File: src/rtl/deserializer.sv
// LSB-first serial-to-parallel receiver with a one-entry valid/ready output register.
// Optional DESERIALIZER_STATS_EN adds o_word_cnt / o_drop_cnt statistics counters.
module deserializer #(
  parameter int DATA_WIDTH = 8
) (
  input  logic                  i_clk,
  input  logic                  i_rst,
  input  logic                  i_busy,
  input  logic                  i_sdata,
  output logic [DATA_WIDTH-1:0] o_data,
  output logic                  o_valid,
  input  logic                  i_ready,
  output logic                  o_err,
  output logic                  o_overrun
`ifdef DESERIALIZER_STATS_EN
  ,
  output logic [15:0]           o_word_cnt,
  output logic [15:0]           o_drop_cnt
`endif
);

  localparam int CW = $clog2(DATA_WIDTH);
  localparam logic [CW-1:0] LAST = CW'(DATA_WIDTH - 1);

  // Handshake: o_data is transferred on a rising edge where o_valid && i_ready;
  // o_data is held stable while o_valid is high.

  typedef enum logic {
    IDLE  = 1'b0,
    SHIFT = 1'b1
  } state_t;

  state_t                r_state;
  state_t                w_next_state;
  logic [CW-1:0]         r_cnt;
  logic [CW-1:0]         w_cnt_next;
  logic [DATA_WIDTH-1:0] r_shift;
  logic [DATA_WIDTH-1:0] r_data;
  logic                  r_valid;
  logic                  r_err;
  logic                  r_overrun;
  logic                  w_complete;
  logic                  w_abort;
  logic                  w_load;
  logic                  w_overrun;
  logic [DATA_WIDTH-1:0] w_word;

  always_comb begin
    w_next_state = r_state;
    w_cnt_next   = r_cnt;
    w_complete   = 1'b0;
    w_abort      = 1'b0;
    // The final bit bypasses the shift register so the word loads on the same edge.
    w_word       = {i_sdata, r_shift[DATA_WIDTH-2:0]};
    case (r_state)
      IDLE: begin
        if (i_busy) begin
          w_next_state = SHIFT;
          w_cnt_next   = CW'(1);
        end
      end
      SHIFT: begin
        if (i_busy) begin
          if (r_cnt == LAST) begin
            w_complete   = 1'b1;
            w_cnt_next   = '0;
            w_next_state = IDLE;
          end else begin
            w_cnt_next = r_cnt + CW'(1);
          end
        end else begin
          w_abort      = 1'b1;
          w_cnt_next   = '0;
          w_next_state = IDLE;
        end
      end
      default: begin
        w_next_state = IDLE;
        w_cnt_next   = '0;
      end
    endcase
  end

  assign w_load    = w_complete && (!r_valid || i_ready);
  assign w_overrun = w_complete && r_valid && !i_ready;

  always_ff @(posedge i_clk or posedge i_rst) begin
    if (i_rst) begin
      r_state <= IDLE;
      r_cnt   <= '0;
    end else begin
      r_state <= w_next_state;
      r_cnt   <= w_cnt_next;
    end
  end

  // The counter is always 0 in IDLE, so one indexed write covers both states.
  always_ff @(posedge i_clk or posedge i_rst) begin
    if (i_rst) begin
      r_shift <= '0;
    end else if (i_busy) begin
      r_shift[r_cnt] <= i_sdata;
    end
  end

  always_ff @(posedge i_clk or posedge i_rst) begin
    if (i_rst) begin
      r_data    <= '0;
      r_valid   <= 1'b0;
      r_err     <= 1'b0;
      r_overrun <= 1'b0;
    end else begin
      r_err     <= w_abort;
      r_overrun <= w_overrun;
      if (w_load) begin
        r_data  <= w_word;
        r_valid <= 1'b1;
      end else if (r_valid && i_ready) begin
        r_valid <= 1'b0;
      end
    end
  end

  assign o_data    = r_data;
  assign o_valid   = r_valid;
  assign o_err     = r_err;
  assign o_overrun = r_overrun;

`ifdef DESERIALIZER_STATS_EN
  logic [15:0] r_word_cnt;
  logic [15:0] r_drop_cnt;

  always_ff @(posedge i_clk or posedge i_rst) begin
    if (i_rst) begin
      r_word_cnt <= '0;
      r_drop_cnt <= '0;
    end else begin
      if (w_load) begin
        r_word_cnt <= r_word_cnt + 16'd1;
      end
      if (w_abort || w_overrun) begin
        r_drop_cnt <= r_drop_cnt + 16'd1;
      end
    end
  end

  assign o_word_cnt = r_word_cnt;
  assign o_drop_cnt = r_drop_cnt;
`endif

endmodule

File: config.mk
export PLATFORM = sky130hd
export DESIGN_NAME = deserializer
export DESIGN_NICKNAME = d
export VERILOG_FILES = /design/src/rtl/deserializer.sv
export SDC_FILE = /design/constraint.sdc
export NUM_CORES = 1
export LEC_CHECK = 0
export ABC_AREA = 1
export CAP_MARGIN = 15
export CORE_UTILIZATION = 50
export DETAILED_ROUTE_END_ITERATION = 10
export GPL_TIMING_DRIVEN = 0
export MAX_ROUTING_LAYER = met4
export PLACE_DENSITY = 0.77
export RECOVER_POWER = 50
export SLEW_MARGIN = 20
export SYNTH_ARGS = -nofsm -noshare
export SYNTH_HDL_FRONTEND = slang
export SYNTH_SLANG_ARGS = --single-unit
export TNS_END_PERCENT = 30
File: constraint.sdc
create_clock -name i_clk -period 1.9 [get_ports i_clk]
set_clock_uncertainty 0.1 [all_clocks]
set_input_delay 0.38 -clock i_clk [delete_from_list [all_inputs] [get_ports i_clk]]
set_output_delay 0.38 -clock i_clk [all_outputs]
set_load 0.02 [all_outputs]
# Yosys cells after proc, flatten, opt, wreduce, memory -nomap -nowiden

Cells that the tools add are included.

Multiplexer cells: 18
Add/subtract/negate cells: 1
Reduce and logical (&&, ||, !) cells: 9
$lt $le $gt $ge: 2
Divide/modulo/power cells: 0
Shifts and indexed selects: 0
Multipliers: 0
Eq/ne operators: 2
Bitwise operators: 1

Operator list:

| cell                | number |
|---|---|
| $mux 1              | 11 |
| $mux 3              | 3 |
| $bwmux 8            | 1 |
| $pmux 3 s2          | 1 |
| $logic_and 1x1->1   | 5 |
| $lt 3x4->1 const B  | 1 |
| $add 3x1->3 const B | 1 |
| $demux 1 s3         | 1 |
| $eq 3x3->1 const B  | 1 |
| $ge 3x1->1 const B  | 1 |
| $logic_not 1->1     | 2 |
| $ne 2x2->1 const B  | 1 |
| $pmux 1 s2          | 1 |
| $reduce_bool 2->1   | 1 |
| $logic_or 1x1->1    | 1 |
| $not 1->1           | 1 |

Memory bits (writable): 0
Memories kept: 0
Flip-flop bits (word level): 23
Logic and storage cells: 40
Input bits: 5
Output and inout bits: 11
ROM bits: 0
Bits in latches: 0

# Depth between registers and ports, before layout

Gate-level depths: netlist of the first run.

Word-level depth: 6
Depth in mapped cells: 7
Depth with buffers taken out: 7

# Worst setup path before layout of the first run

No wires, ideal clock.

Path kind: register to register
From: reg r_cnt[0]
To: reg r_data[0], in the netlist o_data[0]
Path buffers: 0
Period minus slack after synthesis: 1.387 ns
Setup slack: 0.513 ns
Data required time: 1.683 ns
Arrival time: 1.170 ns
Library setup time: 0.117 ns
Stages on the path, launching flop included: 8
Cell sequence: dfrtp_1 ha_1 ha_1 nand2_4 nor2_8 nand2_4 nand2_1 nand2_1

Longest elaborated chain between the ends: 5

RTL lines:

| item                   | RTL line | text |
|---|---|---|
| from (decl)            | 35       | `logic [CW-1:0] r_cnt;` |
| from (signal assigned) | 93       | `r_cnt <= w_cnt_next;` |
| $eq 3x3->1             | 64       | `if (r_cnt == LAST) begin` |
| $mux 1                 | 64       |  |
| $mux 1                 | 63       | `if (i_busy) begin` |
| $mux 1                 | 55       | `case (r_state)` |
| $logic_and 1x1->1      | 84       | `assign w_load = w_complete && (!r_valid \|\| i_ready);` |
| to (signal assigned)   | 116      | `r_data <= w_word;` |
| to (decl)              | 38       | `logic [DATA_WIDTH-1:0] r_data;` |

No other way between the ends.
A chain may end at the register's enable or synchronous reset.

# Worst setup path in the final report of the first run

From: reg r_valid, in the netlist o_valid
To: out o_valid

RTL lines:

| item                   | RTL line | text |
|---|---|---|
| from (decl)            | 39       | `logic r_valid;` |
| from (signal assigned) | 109      | `r_valid <= 1'b0;` |
| from (signal assigned) | 117      | `r_valid <= 1'b1;` |
| from (signal assigned) | 119      | `r_valid <= 1'b0;` |
| to (decl)              | 11       | `output logic o_valid,` |

No word-level cell between the ends.

==> flow_metrics.py, run 1 <==
metrics = {
    "setup_path": {
        "cp.buffers_inverters": 1,
        "worstPathRequired_ns": 1.42,
        "criticalPathCategory": "reg -> out",
        "critPathMaxStageDelay_ns": 0.61,
        "critPathMaxFanout": 2,
        "worstPathArrival_ns": 1.27,
        "worstSetupEndpointType": "output port",
        "crit_chain": "clkdlybuf4s50_1",
        "start_kind": "flop",
        "critical-path-top-delay-family": "buffers and inverters",
        "slowest_stage": "clkdlybuf4s50_1",
    },
    "global_route": {
        "grt_pass1_vias": 626,
        "gr-total-overflow": 0,
        "grt_max_degree": 23,
        "grt_pass1_wl_microns": 2684,
        "grtUsageTotal": 0.1888,
        "antenna_found_initial": 0,
    },
    "routing": {
        "wl_met2_microns": 734,
        "route.met3.wl_microns": 71,
        "routedWlPerCell_microns": 10.51,
        "wl_met1_microns": 749,
        "drc": 0,
        "drt_iter0_markers": 11,
        "finalWirelength_microns": 1576,
        "top_layer": "met4",
        "first_pass_iters": 4,
        "vias": 722,
        "drtAntennaViolNets": 0,
        "routed_via_density": 4.813,
    },
    "timing": {
        "finalSetupViolations": 0,
        "rsz0062_at_grt": "no",
        "worst_slack_ns": 0.1461,
        "tightestPinTransition_ns": 0.7827,
        "tns_ns": 0,
        "fmax_mhz": 570.2,
        "hold_viol": 0,
        "timing.final.crit_share": 0.9231,
        "maxSlewViolCount": 0,
        "relSlewSlack": 0.4776,
        "min_period_ns": 1.754,
    },
    "power_and_ir_drop": {
        "power_mw": 0.9380,
        "peakVddDrop_mv": 0.4215,
        "p_leak_nw": 0.6294,
        "power_density_mw_per_mm2": 803.5,
    },
    "hold_path": {
        "hp-class": "in -> reg",
    },
    "layout": {
        "n_fill_cell": 159,
        "layout_commonest_cell": "nand2_1",
        "synthToLayoutAreaGrowth_pct": 21.64,
        "drive_above_1_share": 0.08000,
        "nNetsFinal": 133,
        "n_antenna_cell": 0,
        "multiInputGateArea_sq_um": 359.1,
        "ff_latch_area_sq_um": 550.5,
        "most-common-layout-cells": "39 x nand2_1, 22 x dfrtp_1, 16 x nand3_1",
    },
    "synth": {
        "ys_seq_area_frac": 0.5737,
        "synthCells": 107,
        "synthDistinctLibCells": 15,
        "ys_ff_latch": 22,
        "synthesis.nets": 114,
        "netlist_area_sq_um": 959.7,
        "yosys.area.top_type_share": 0.5737,
        "synth_top_cell_by_area": "dfrtp_1",
        "ys.warnings.count": 0,
        "synthTopCellsByArea": "dfrtp_1 57%, nand2_1 15%, nand3_1 8.3%",
        "synth_area_per_cell_sq_um": 8.969,
    },
    "die": {
        "initial_core_util": 0.5440,
        "die_h_microns": 45.81,
        "core_area_sq_mm": 0.001764,
        "dieWidth_microns": 45.81,
        "die_area_sq_mm": 0.002099,
        "std_cell_rows": 15,
        "design.portCount": 16,
    },
    "clock_network": {
        "cts-root-buf": "clkbuf_4",
        "clk_pin_slew_ns": 0.11,
        "cts_tree": "built",
        "cts_resized": 0,
        "clk_latency_ns": 0.30,
        "cts_hold_buf": 0,
        "cts_sinks": 22,
        "htree_num_levels": 1,
        "cts_buffers": 3,
        "clk_path_buf_depth": 2,
        "cts_setup_buffers": 0,
    },
    "place": {
        "gp_congestion": 0.7756,
        "hpwl_microns": 1215,
        "portBuffers": 14,
        "pre_cts_ws_ns": 0.1511,
    },
    "status": {
        "outcome": "finished, final reports clean",
    },
    "flow_run": {
        "maxCapViolations": 0,
    },
}
## worst reg2reg max path: stages (launching register included)
cell and delay (ns):
dfrtp_1 0.45, ha_1 0.18, ha_1 0.21, nand2_4 0.09, nor2_8 0.18, nand2_4 0.10
nand2_1 0.08, nand2_1 0.04
## cell families (layout without fill, tap and decap cells)
family | Yosys count | after routing | share of synthesized area
buffers and inverters | 13 | 31 | 0.05214
flip-flops | 22 | 22 | 0.5737
AND/OR/NAND/NOR | 64 | 64 | 0.3168
AO/OA/AOI/OAI | 6 | 6 | 0.03128
adder cells (fa/ha/maj) | 2 | 2 | 0.02607
## layer usage
metal	up-vias	track usage
met5	-	-
met4	0	0.1059
met3	2	0.03571
met2	16	0.2771
met1	328	0.2443
li1	376	-
## Yosys cell counts
master    number
nor2_4         1
ha_1           2
o21ai_0        5
clkbuf_1       1
nand2_4        2
nand3_1       16
nor2_1         3
nand4_1        2
buf_2          1
inv_1          9
inv_2          2
dfrtp_1       22
nor2_8         1
a21oi_1        1
nand2_1       39
## worst paths after layout
| check | start | endpoint | slack (ns) | cells after the start |
|---|---|---|---|---|
| hold / removal | i_sdata | r_shift[5] | 0.35 | 3 |
| setup reg to reg | r_cnt[0] | o_data[0] | 0.37 | 7 |
| min in group asynchronous | i_rst | o_data[2] | 0.55 | 2 |
| max in group asynchronous | i_rst | o_data[6] | 0.66 | 2 |
| setup / recovery | o_valid | o_valid | 0.15 | 1 |
| hold reg to reg | o_data[1] | o_data[1] | 0.38 | 2 |
## stage by stage
step / utilization / std cells / hold WS (ns) / area [sq um]
final: 0.6617 / 150 / 0.3509 / 1167
after global routing: 0.6617 / 150 / 0.3699 / 1167
after CTS: 0.6617 / 150 / 0.3447 / 1167
after detailed placement: 0.6411 / 146 / 0.3607 / 1131
after global placement: 0.6411 / 146 / 0.3528 / 1131
after floorplan: - / 107 / 0.2692 / 959.7
## registers in the layout, indices dropped and copies added, names as in the netlist
signal,count
o_data,8
o_overrun,1
r_state,1
r_shift,7
o_err,1
r_cnt,3
o_valid,1
## final cells by class
| type | instances | share of cell area |
|---|---|---|
| timing repair buffer | 14 | 0.1200 |
| clock buffer | 4 | 0.03108 |
| tap | 25 | 0.02680 |
| buffer | 2 | 0.007503 |
| multi-input combinational | 72 | 0.3076 |
| inverter | 11 | 0.03537 |
| sequential | 22 | 0.4716 |
## report_power, final
| part | leakage, nW | total [mW] | internal (mW) | switching (mW) |
|---|---|---|---|---|
| clock network | 0.0210 | 0.248 | 0.117 | 0.131 |
| registers | 0.293 | 0.567 | 0.528 | 0.0397 |
| logic | 0.315 | 0.122 | 0.0476 | 0.0748 |
| total | 0.629 | 0.938 | 0.692 | 0.246 |
Power figures use the tool's default switching activity.
==> inputs of run 2 (changes only) <==
--- a/config.mk
+++ b/config.mk
@@ -7,11 +7,12 @@
 export LEC_CHECK = 0
 export ABC_AREA = 1
 export CAP_MARGIN = 15
-export CORE_UTILIZATION = 50
+export CORE_ASPECT_RATIO = 1.75
+export CORE_UTILIZATION = 41
 export DETAILED_ROUTE_END_ITERATION = 10
 export GPL_TIMING_DRIVEN = 0
 export MAX_ROUTING_LAYER = met4
-export PLACE_DENSITY = 0.77
+export PLACE_DENSITY = 0.65
 export RECOVER_POWER = 50
 export SLEW_MARGIN = 20
 export SYNTH_ARGS = -nofsm -noshare
==> flow_metrics.py, run 2 (same netlist as run 1, synthesis figures left out) <==
metrics = {
    "place": {
        "gp_congestion": 0.8339,
        "placed_cells": 145,
        "hpwl_microns": 1216,
        "pre_cts_ws_ns": 0.1427,
        "portBuffers": 14,
    },
    "power_and_ir_drop": {
        "power_density_mw_per_mm2": 773.4,
        "peakVddDrop_mv": 0.4022,
        "p_leak_nw": 0.6222,
    },
    "layout": {
        "largest_reg_flops": 8,
        "synthToLayoutAreaGrowth_pct": 20.08,
        "drive_above_1_share": 0.07258,
        "layout_commonest_cell": "nand2_1",
        "n_antenna_cell": 0,
        "instances_no_fill": 148,
        "nNetsFinal": 133,
        "most-common-layout-cells": "39 x nand2_1, 22 x dfrtp_1, 16 x nand3_1",
        "n_fill_cell": 233,
    },
    "routing": {
        "drc": 0,
        "routed_via_density": 4.865,
        "vias": 720,
        "finalWirelength_microns": 1582,
        "first_pass_iters": 4,
        "drt_iter0_markers": 34,
        "drtAntennaViolNets": 0,
        "routedWlPerCell_microns": 10.69,
    },
    "timing": {
        "fmax_mhz": 573.5,
        "worst_slack_ns": 0.1562,
        "min_period_ns": 1.744,
        "maxSlewViolCount": 0,
        "hold_viol": 0,
        "timing.final.crit_share": 0.9178,
        "finalSetupViolations": 0,
        "relSlewSlack": 0.4425,
        "tightestPinTransition_ns": 0.8353,
        "rsz0062_at_grt": "no",
        "tns_ns": 0,
    },
    "die": {
        "die_area_sq_mm": 0.002546,
        "dieWidth_microns": 38.57,
        "std_cell_rows": 22,
        "die_h_microns": 66,
        "design.portCount": 16,
        "core_area_sq_mm": 0.002147,
        "initial_core_util": 0.4470,
    },
    "hold_path": {
        "hp-class": "in -> reg",
    },
    "global_route": {
        "antenna_found_initial": 0,
        "grt_pass1_vias": 661,
        "gr-total-overflow": 0,
        "grt_pass1_wl_microns": 2760,
        "grt_max_degree": 23,
        "grtUsageTotal": 0.1587,
    },
    "clock_network": {
        "clk_pin_slew_ns": 0.11,
        "clk_latency_ns": 0.30,
        "cts_tree": "built",
        "cts_hold_buf": 0,
        "cts_setup_buffers": 0,
        "cts_buffers": 3,
        "clk_path_buf_depth": 2,
        "htree_num_levels": 1,
        "cts_sinks": 22,
        "cts-root-buf": "clkbuf_4",
        "cts_resized": 0,
    },
    "status": {
        "outcome": "finished, final reports clean",
    },
    "setup_path": {
        "critPathMaxStageDelay_ns": 0.60,
        "reg2reg_to": "o_data[6]",
        "path_depth": 1,
        "crit_path_end": "o_data[1]",
        "r2r_setup_slack_ns": 0.37,
        "critPathMaxFanout": 2,
        "slowest_stage": "clkdlybuf4s50_1",
        "timing.rr.start": "r_cnt[1]",
        "criticalPathCategory": "reg -> out",
        "worstPathRequired_ns": 1.42,
        "critical-path-top-delay-family": "buffers and inverters",
        "start_kind": "flop",
        "worstPathArrival_ns": 1.26,
        "crit_chain": "clkdlybuf4s50_1",
        "worstSetupEndpointType": "output port",
        "reg2reg_depth": 7,
        "cp.buffers_inverters": 1,
        "startpoint": "o_data[1]",
    },
    "flow_run": {
        "maxCapViolations": 0,
    },
}
run 2: how the worst min path moves through the flow:
stage	start	end	slack, ns	depth (start not counted)
2_1_floorplan	i_rst	o_data[0]	0.27	1
3_3_place_gp	o_data[5]	o_data[5]	0.35	2
3_5_place_dp	o_data[5]	o_data[5]	0.36	2
4_1_cts	i_sdata	r_shift[2]	0.37	3
5_1_grt	i_sdata	o_data[7]	0.38	3
6_report	i_sdata	r_shift[2]	0.37	3
run 2: cell type report:
type,instances,area (sq um),area share
multi-input combinational,72,359.1,0.3116
buffer,2,8.758,0.007600
inverter,11,41.29,0.03583
clock buffer,3,22.52,0.01954
sequential,22,550.5,0.4777
tap,24,30.03,0.02606
timing repair buffer,14,140.1,0.1216
run 2: layer usage:
metal  wire (microns)  track usage  vias up
li1                 -            -      375
met1              628       0.1611      324
met2              866       0.2875       17
met3               51      0.01010        4
met4               36      0.07759        0
met5                0            -        -
run 2: worst min-delay path, cell delays in order:
cell      delay [ns]
clkbuf_1        0.19
nand3_1         0.13
nand2_1         0.04
run 2: where the power goes:
part           total, mW  internal (mW)  switching (mW)
Clock              0.204         0.0740           0.130
Combinational      0.121         0.0471          0.0737
Sequential         0.567          0.528          0.0391
Total              0.891          0.649           0.243
run 2: through the flow:
stage | utilization | hold slack, ns | cell area (sq um) | power [mW]
finish | 0.5367 | 0.3733 | 1152 | 0.8913
global route | 0.5367 | 0.3771 | 1152 | 0.9409
CTS | 0.5367 | 0.3662 | 1152 | 0.8999
detailed placement | 0.5262 | 0.3576 | 1130 | 0.7004
global placement | 0.5262 | 0.3532 | 1130 | 0.6968
floorplan | - | 0.2692 | 959.7 | 0.6581
==> patch, RTL diff (settings of run 1) <==
The option `DESERIALIZER_STATS_EN` is turned on by a define.
--- a/src/rtl/deserializer.sv
+++ b/src/rtl/deserializer.sv
@@ -1,5 +1,7 @@
 // LSB-first serial-to-parallel receiver with a one-entry valid/ready output register.
 // Optional DESERIALIZER_STATS_EN adds o_word_cnt / o_drop_cnt statistics counters.
+`define DESERIALIZER_STATS_EN
+
 module deserializer #(
   parameter int DATA_WIDTH = 8
 ) (
Function (old outputs only; new: o_drop_cnt and o_word_cnt): kept (Yosys induction, for registers that start in step).
==> patch against run 1 <==
Synthesized area rose to 2.7 times the old value; design area increased to 2.9 times the old value; first-iteration DRC count increased to 14 times the old value; routed wire length grew to 3.5 times the old value; worst setup slack lost 0.092 ns; maximum frequency down 5.0%; die area increased to 2.6 times the old value; power rose to 2.8 times the old value; sequential cell count up 32; sequential power is 140% higher.
==> patch: results (changes against run 1) <==
stage	metric	value	unit	change
outcome	status	completed		
clocking	Inserted Clock Buffers	5		+2
global_routing	all-layer global routing usage	22.7	%	+3.8 points
placed_design	port buffer count	47		+33
placed_design	placed inst area	0.00318	mm^2	+180%
worst_setup_path	worst-path fanout max	5		+3
power	leak pwr	1.81	nW	+190%
synthesis	top cells by area, synth	dfrtp_1 52%, nand2_1 16%, inv_1 5.2%		
placed_design	Detail Placement HPWL	3.85	mm	+220%
global_routing	largest net degree at the start of global routing	55		+140%
clocking	CTS clk-pin slew, worst paths	0.09	ns	-0.02 ns
worst_setup_path	worst path arrival time	1.37	ns	+0.10 ns
synthesis	top cells by count, synth	110 x nand2_1, 54 x dfrtp_1, 36 x inv_1, 27 x nor2_1, 24 x nand3_1		
placed_design	RD Place Congestion	0.846		+9.1%
power	Pint	1.88	mW	+170%
routing	WL met2	2.73	mm	+270%
synthesis	Post-Syn Nets	329		+190%
min_path	Endpoint, Worst Hold	o_err		
min_path	Worst Hold Path Cells	2		-1
routing	final WL	5.58	mm	+250%
worst_setup_path	crit path launch	o_word_cnt[13]		
clocking	root buffer cell	clkbuf_8		
power	Seq pwr share	52.6	%	-7.9 points
finish	fin nets	391		+190%
global_routing	grt met1 use	29.3	%	+4.9 points
power	P_comb	0.494	mW	+300%
timing	Final WS setup	0.0537	ns	-0.0925 ns
placed_design	Placement Setup Slack	-0.216	ns	-0.367 ns
power	total power	2.62	mW	+180%
worst_setup_path	Crit Reg-Reg Endpoint	o_drop_cnt[9]		
power	worst vdd ir	604	uV	+43%
global_routing	initial antenna violation count	0		unchanged
timing	Hold WS	0.362	ns	+0.0114 ns
finish	fraction of layout cells with a size suffix above 1	8.62	%	+0.62 points
worst_setup_path	FF-to-FF path depth	10		+3
synthesis	Syn Inst Count	320		+200%
worst_setup_path	Reg2Reg Setup Slack	0.13	ns	-0.24 ns
routing	met3 routed WL	186	um	+160%
finish	Final Non-Filler Cells	450		+200%
synthesis	Compound-Gate Fraction of Synth Area	5.10	%	+2.0 points
worst_setup_path	Crit path largest cell delay	0.63	ns	+0.02 ns
global_routing	routing usage on met2	36.6	%	+8.9 points
global_routing	first-pass GRT wire length	9.31	mm	+250%
routing	routed vias/inst	5.07		+5.3%
placed_design	placed insts	434		+200%
## patch: cell count changes in the layout (fill, tap and decap cells not counted), sizes merged, moves of 8 or more
cell,before,now
nor2,5,28
nand2,41,111
inv,11,36
nand3,16,25
clkdlybuf4s50,12,35
dlymetal6s2s,0,12
buf,1,14
dfrtp,22,54
nand4,2,10
xor2,0,8
## patch: logic make-up after synthesis
| family | after synthesis |
|---|---|
| buffers and inverters | 42 |
| adders and majority gates | 4 |
| and+or+nand+nor | 184 |
| xor gates and xnor gates | 13 |
| DFF | 54 |
| AOI/OAI and AO/OA | 23 |
## patch: final cells by class
cell class | count | area [um^2]
tap | 67 | 83.8
inverter | 36 | 138
clock inverter | 3 | 40.0
buffer | 6 | 60.1
clock buffer | 5 | 68.8
timing repair buffer | 55 | 564
multi-input combinational | 224 | 1120
fill | 392 | 1460
sequential | 54 | 1350
